### src/rtl/schedule_2nd.sv
// schedule_2nd: RAW scoreboard issue stage with per-register busy countdowns and upstream STALL.
// Define SCHEDULE_2ND_BYPASS_EN when EX forwarding covers the final countdown cycle.
module schedule_2nd #(
  parameter int ALU_LATENCY  = 3,
  parameter int LOAD_LATENCY = 5
) (
  input  logic        CLK,
  input  logic        RST,
  input  logic        FLUSH,
  input  logic        MEM_WAIT,
  input  logic [31:0] SCHEDULE_1ST_PC,
  input  logic [6:0]  SCHEDULE_1ST_OPCODE,
  input  logic [4:0]  SCHEDULE_1ST_RD,
  input  logic [4:0]  SCHEDULE_1ST_RS1,
  input  logic [4:0]  SCHEDULE_1ST_RS2,
  input  logic [2:0]  SCHEDULE_1ST_FUNCT3,
  input  logic [6:0]  SCHEDULE_1ST_FUNCT7,
  input  logic [31:0] SCHEDULE_1ST_IMM,
  output logic        STALL,
  output logic        SCHEDULE_2ND_VALID,
  output logic [31:0] SCHEDULE_2ND_PC,
  output logic [6:0]  SCHEDULE_2ND_OPCODE,
  output logic [4:0]  SCHEDULE_2ND_RD,
  output logic [4:0]  SCHEDULE_2ND_RS1,
  output logic [4:0]  SCHEDULE_2ND_RS2,
  output logic [2:0]  SCHEDULE_2ND_FUNCT3,
  output logic [6:0]  SCHEDULE_2ND_FUNCT7,
  output logic [31:0] SCHEDULE_2ND_IMM
);
  localparam int CW = $clog2(LOAD_LATENCY + 1);
  localparam logic [CW-1:0] ALU_LAT = CW'(ALU_LATENCY);
  localparam logic [CW-1:0] LOAD_LAT = CW'(LOAD_LATENCY);
  localparam logic [6:0] OP = 7'b0110011, OP_IMM = 7'b0010011, LOAD = 7'b0000011, STORE = 7'b0100011;
  localparam logic [6:0] BRANCH = 7'b1100011, JALR = 7'b1100111, LUI = 7'b0110111, AUIPC = 7'b0010111;
  localparam logic [6:0] JAL = 7'b1101111;
  logic [CW-1:0] cnt [1:31];
  logic [CW-1:0] cnt_nxt [1:31];
  logic [CW-1:0] dec [1:31];
  logic [31:0] busy_v;
  logic [CW-1:0] lat;
  logic valid_in, rs1_used, rs2_used, rd_wr, hazard, issue;
  logic [6:0] op;
  assign op = SCHEDULE_1ST_OPCODE;
  assign valid_in = |op;
  assign rs1_used = op == OP || op == OP_IMM || op == LOAD || op == STORE || op == BRANCH || op == JALR;
  assign rs2_used = op == OP || op == STORE || op == BRANCH;
  assign rd_wr = (op == OP || op == OP_IMM || op == LOAD || op == LUI || op == AUIPC || op == JAL || op == JALR)
                 && SCHEDULE_1ST_RD != 5'd0;
  assign hazard = valid_in & ((rs1_used & busy_v[SCHEDULE_1ST_RS1]) | (rs2_used & busy_v[SCHEDULE_1ST_RS2]));
  assign STALL = hazard & ~FLUSH & ~RST;
  // a flushed instruction must never claim its destination register
  assign issue = valid_in & ~hazard & ~FLUSH;
  assign lat = op == LOAD ? LOAD_LAT : ALU_LAT;
  always_comb begin
    busy_v = '0;
    for (int i = 1; i < 32; i++) begin
`ifdef SCHEDULE_2ND_BYPASS_EN
      busy_v[i] = cnt[i] > CW'(1);
`else
      busy_v[i] = cnt[i] != '0;
`endif
      dec[i] = cnt[i] != '0 ? cnt[i] - CW'(1) : '0;
      cnt_nxt[i] = (issue && rd_wr && SCHEDULE_1ST_RD == 5'(i) && lat > dec[i]) ? lat : dec[i];
    end
  end
  always_ff @(posedge CLK) begin
    if (RST) begin
      cnt <= '{default: '0};
      SCHEDULE_2ND_VALID <= 1'b0;
      SCHEDULE_2ND_PC <= '0;
      SCHEDULE_2ND_OPCODE <= '0;
      SCHEDULE_2ND_RD <= '0;
      SCHEDULE_2ND_RS1 <= '0;
      SCHEDULE_2ND_RS2 <= '0;
      SCHEDULE_2ND_FUNCT3 <= '0;
      SCHEDULE_2ND_FUNCT7 <= '0;
      SCHEDULE_2ND_IMM <= '0;
    end else if (FLUSH || !MEM_WAIT) begin
      cnt <= cnt_nxt;
      SCHEDULE_2ND_VALID <= issue;
      SCHEDULE_2ND_PC <= issue ? SCHEDULE_1ST_PC : '0;
      SCHEDULE_2ND_OPCODE <= issue ? SCHEDULE_1ST_OPCODE : '0;
      SCHEDULE_2ND_RD <= issue ? SCHEDULE_1ST_RD : '0;
      SCHEDULE_2ND_RS1 <= issue ? SCHEDULE_1ST_RS1 : '0;
      SCHEDULE_2ND_RS2 <= issue ? SCHEDULE_1ST_RS2 : '0;
      SCHEDULE_2ND_FUNCT3 <= issue ? SCHEDULE_1ST_FUNCT3 : '0;
      SCHEDULE_2ND_FUNCT7 <= issue ? SCHEDULE_1ST_FUNCT7 : '0;
      SCHEDULE_2ND_IMM <= issue ? SCHEDULE_1ST_IMM : '0;
    end
  end
endmodule

### config.mk
export PLATFORM = sky130hd
export DESIGN_NAME = schedule_2nd
export DESIGN_NICKNAME = d
export VERILOG_FILES = /design/src/rtl/schedule_2nd.sv
export SDC_FILE = /design/constraint.sdc
export NUM_CORES = 1
export LEC_CHECK = 0
export CAP_MARGIN = 30
export CORE_ASPECT_RATIO = 1.75
export CORE_UTILIZATION = 45
export DETAILED_ROUTE_END_ITERATION = 10
export GPL_TIMING_DRIVEN = 0
export PLACE_DENSITY = 0.8
export SYNTH_ARGS = -nofsm -noshare
export SYNTH_HDL_FRONTEND = slang
export SYNTH_SLANG_ARGS = --single-unit
export TNS_END_PERCENT = 20
### constraint.sdc
create_clock -name CLK -period 5.9 [get_ports CLK]
set_input_delay 0.59 -clock CLK [delete_from_list [all_inputs] [get_ports CLK]]
set_output_delay 0.59 -clock CLK [all_outputs]
set_load 0.03 [all_outputs]
==> flow_metrics.py <==
metrics = {
    "status": {
        "status": "finished, final reports clean",
    },
    "clocking": {
        "cts_max_path_buffers": 2,
        "tritoncts": "done",
        "cts.repair.resized": 0,
        "cts_root_buf": "sky130_fd_sc_hd__clkbuf_16",
        "post_cts.repair.setup_buffers": 0,
        "worst_skew_pair.late_latency_ns": 0.48,
        "cts_hold_buffers": 0,
        "h-tree-depth": 4,
        "clkTransAtPathRegs_ns": 0.07,
        "cts_sinks": 190,
        "cts_made_buffers": 17,
    },
    "hold_path": {
        "holdCritPathClass": "reg2reg",
    },
    "layout": {
        "nNetsFinal": 1736,
        "post_route_cells_drive_above_1_share": 0.0567,
        "syn2layout_area_growth_pct": 27.2,
    },
    "grt": {
        "via_count_of_the_first_global_routing_pass": 11877,
        "pin_count_of_the_biggest_net_entering_global_routing": 35,
        "grt_antenna_before_repair": 1,
        "gr-usage-all-layers": 0.345,
        "overflow": 0,
        "grt_pass1_wl_um": 64500,
    },
    "critical_path": {
        "regToRegEndpoint": "SCHEDULE_2ND_IMM[14]",
        "rr_startpoint": "cnt[5]",
        "critPathSlowestCell": "sky130_fd_sc_hd__clkdlybuf4s50_1",
        "critical_path.top_delay_family": "buffers and inverters",
        "worstSetupPathType": "in2out",
        "setup.worst_path.start": "SCHEDULE_1ST_RS2[2]",
        "crit_cells": 8,
        "worst-endpoint-arrival_ns": 4.11,
        "worst-path-buf-inv": 3,
        "crit_fanout": 10,
        "worst-endpoint-required_ns": 5.31,
        "crit_end": "STALL",
        "ff_to_ff_path_depth": 10,
        "worstPathCellList": "clkdlybuf4s50_1, clkbuf_1, mux4_2, a311o_1, a311o_1, nand2_1, and3_1, clkdlybuf4s50_1",
        "worstSetupStartpointType": "input pin",
        "setup.worst_path.end_class": "output port",
        "register_to_register_path_setup_slack_ns": 2.31,
        "timing.critical_path.slowest_cell_delay_ns": 0.69,
    },
    "pwr": {
        "power.static_leakage_nw": 5.02,
        "worst_ir_drop_vdd_uv": 239,
        "p_per_area_mw_per_mm2": 217,
    },
    "timing": {
        "rsz0062_at_grt": "no",
        "worst_slew_pin_slew_ns": 0.973,
        "timing.final.setup_violations": 0,
        "timing.hold.ws_ns": 0.496,
        "timing.max_slew.rel_slack": 0.342,
        "setup_tns_ns": 0,
        "timing.clock.skew_ns": 0.00824,
        "clock.fmax_ghz": 0.213,
        "timing_max_transition_violations_final": 0,
        "final_period_minus_worst_setup_slack_ns": 4.70,
        "finalCritPeriodShare": 0.796,
        "final-hold-violation-count": 0,
    },
    "route": {
        "route.vias.total": 11932,
        "antenna_violating_nets_remaining": 0,
        "drc_errors": 0,
        "route.detailed.vias_per_inst": 6.31,
        "drt_pre_antenna_iters": 5,
        "drt_iter0_drc": 965,
        "wl_per_cell_um": 22.3,
        "routed_wl_um": 42300,
    },
    "placed_design": {
        "globalplace.congestion": 1.00,
        "dp.final_hpwl_um": 31000,
        "placement.io_buffers": 194,
    },
    "yosys": {
        "synth_enable_flop_cells": 0,
        "asyncSetResetFlopFracSynth": 0,
        "synth_flop_cell": "sky130_fd_sc_hd__dfxtp_1",
        "synth-seq-area-share": 0.352,
        "yosysUniqueCellTypes": 65,
        "synthCells": 1359,
        "synth.yosys.warnings": 0,
        "yosys_register_bits": 190,
        "post_synth.cell_area_avg_um2": 7.96,
        "syn-cell-area_mm2": 0.0108,
        "syn_nets": 1521,
    },
    "floorplan": {
        "boundaryPins": 198,
        "starting_utilization_of_the_core_area": 0.462,
        "die_width_um": 119,
        "standard_cell_row_count": 74,
        "design.die.area_mm2": 0.0247,
        "floorplan.die.height_um": 207,
        "core-area_mm2": 0.0234,
    },
    "run": {
        "count_of_maximum_capacitance_violations": 0,
    },
}
## report_power, final
part | internal (mW) | switching (mW)
logic | 0.169 | 0.269
clock network | 0.645 | 0.563
registers | 1.31 | 0.0278
total | 2.13 | 0.861
## how the worst min path moves through the flow
stage	from	end	slack, ns	cells after the start
floorplan	cnt[20]	cnt[20]	0.45	2
global placement	SCHEDULE_2ND_VALID	SCHEDULE_2ND_VALID	0.47	2
detailed placement	cnt[23]	cnt[23]	0.48	2
CTS	cnt[23]	cnt[23]	0.49	2
global route	SCHEDULE_2ND_IMM[8]	SCHEDULE_2ND_IMM[8]	0.52	2
finish	SCHEDULE_2ND_PC[3]	SCHEDULE_2ND_PC[3]	0.50	2
## cell usage in the layout (no fill, tap or decap), drive strengths merged, types with 3 or more instances in the layout
| cell type | instances |
|---|---|
| buf | 32 |
| mux2i | 16 |
| clkinv | 3 |
| a31oi | 24 |
| o22ai | 16 |
| nor4 | 22 |
| clkdlybuf4s50 | 194 |
| a22oi | 103 |
| o21ai | 77 |
| nand2 | 193 |
| inv | 17 |
| o2111ai | 3 |
| a221oi | 4 |
| nor2 | 186 |
| mux2 | 27 |
| nor3 | 53 |
| clkinvlp | 3 |
| or3 | 15 |
| a21o | 10 |
| o21bai | 26 |
| a311o | 3 |
| a32oi | 6 |
| and2 | 4 |
| and3 | 3 |
| a211oi | 5 |
| ha | 62 |
| nand2b | 8 |
| a21oi | 60 |
| o31ai | 4 |
| a311oi | 7 |
| nand3 | 26 |
| clkbuf | 78 |
| nor4b | 7 |
| dfxtp | 190 |
| o221ai | 23 |
| nand4 | 9 |
| nor2b | 35 |
| or4b | 3 |
## metal layers
layer / part of all wire / GRT usage / routed length, um / vias to the layer above
met1: 0.34 / 0.337 / 14300 / 5571
met2: 0.49 / 0.597 / 20800 / 705
met4: 0.082 / 0.282 / 3470 / 0
li1: - / - / - / 5449
met5: 0 / 0 / 0 / -
met3: 0.088 / 0.0972 / 3730 / 207
## worst register-to-register path, delay by kind of cell, from the launching register on
kind,cells,cell delay [ns]
simple gates,4,1.70
buf+inv,2,0.59
compound gates,4,0.86
flops,1,0.37
## final cells by class
cell class                      count  area, um^2
Multi-Input combinational cell   1068        6580
Antenna cell                        1        2.50
Clock inverter                     13         153
Buffer                             89         385
Inverter                           12        45.0
Timing Repair Buffer              196        1970
Fill cell                        2095        9660
Clock buffer                       19         443
Sequential cell                   190        3800
Tap cell                          304         380
## Yosys cell counts (5+ instances only)
library cell | number | area (um^2)
sky130_fd_sc_hd__clkbuf_1 | 59 | 221
sky130_fd_sc_hd__nor3_2 | 14 | 140
sky130_fd_sc_hd__inv_1 | 12 | 45.0
sky130_fd_sc_hd__nor3_1 | 39 | 195
sky130_fd_sc_hd__o21bai_1 | 26 | 195
sky130_fd_sc_hd__buf_1 | 7 | 26.3
sky130_fd_sc_hd__nor2_1 | 186 | 698
sky130_fd_sc_hd__nand2b_1 | 8 | 50.1
sky130_fd_sc_hd__nand3_1 | 26 | 130
sky130_fd_sc_hd__a211oi_1 | 5 | 37.5
sky130_fd_sc_hd__nor2b_1 | 35 | 219
sky130_fd_sc_hd__mux2_1 | 17 | 191
sky130_fd_sc_hd__o21ai_0 | 74 | 370
sky130_fd_sc_hd__a21o_1 | 10 | 75.1
sky130_fd_sc_hd__mux2_2 | 10 | 113
sky130_fd_sc_hd__nand2_1 | 193 | 724
sky130_fd_sc_hd__nor4b_1 | 5 | 43.8
sky130_fd_sc_hd__o221ai_1 | 23 | 201
sky130_fd_sc_hd__ha_1 | 62 | 776
sky130_fd_sc_hd__nor4_1 | 21 | 131
sky130_fd_sc_hd__or3_1 | 15 | 93.8
sky130_fd_sc_hd__dfxtp_1 | 190 | 3800
sky130_fd_sc_hd__nand4_1 | 9 | 56.3
sky130_fd_sc_hd__a311oi_1 | 6 | 52.6
sky130_fd_sc_hd__mux2i_1 | 16 | 160
sky130_fd_sc_hd__a22oi_1 | 103 | 773
sky130_fd_sc_hd__a31oi_1 | 24 | 150
sky130_fd_sc_hd__buf_2 | 17 | 85.1
sky130_fd_sc_hd__o22ai_1 | 16 | 100
sky130_fd_sc_hd__a32oi_1 | 6 | 52.6
sky130_fd_sc_hd__a21oi_1 | 59 | 295
## registers in the layout (all words and copies together), names as in the netlist
name,count
cnt,93
SCHEDULE_2ND_OPCODE,7
SCHEDULE_2ND_VALID,1
SCHEDULE_2ND_IMM,32
SCHEDULE_2ND_PC,32
SCHEDULE_2ND_FUNCT7,7
SCHEDULE_2ND_RS2,5
SCHEDULE_2ND_FUNCT3,3
SCHEDULE_2ND_RS1,5
SCHEDULE_2ND_RD,5
## through the flow
| stage | utilization | setup slack, ns | instances | total power, mW | instance area [um^2] |
|---|---|---|---|---|---|
| floorplan | - | 1.96 | 1359 | 1.58 | 10800 |
| global placement | 0.561 | 0.406 | 1857 | 1.79 | 13100 |
| detailed placement | 0.562 | 1.28 | 1858 | 1.79 | 13200 |
| CTS | 0.587 | 1.26 | 1890 | 2.97 | 13800 |
| global route | 0.588 | 1.18 | 1891 | 3.06 | 13800 |
| finish | 0.588 | 1.20 | 1892 | 2.99 | 13800 |
## cell families (layout without fill, tap and decap cells)
group | after synthesis | after routing | synth area share
simple gates | 571 | 571 | 0.246
compound gates | 391 | 391 | 0.246
flops | 190 | 190 | 0.352
buf+inv | 101 | 329 | 0.0398
fa+ha+maj | 62 | 62 | 0.0717
mux | 44 | 44 | 0.0450
other cells | 0 | 1 | 0
Power figures use the tool's default switching activity.
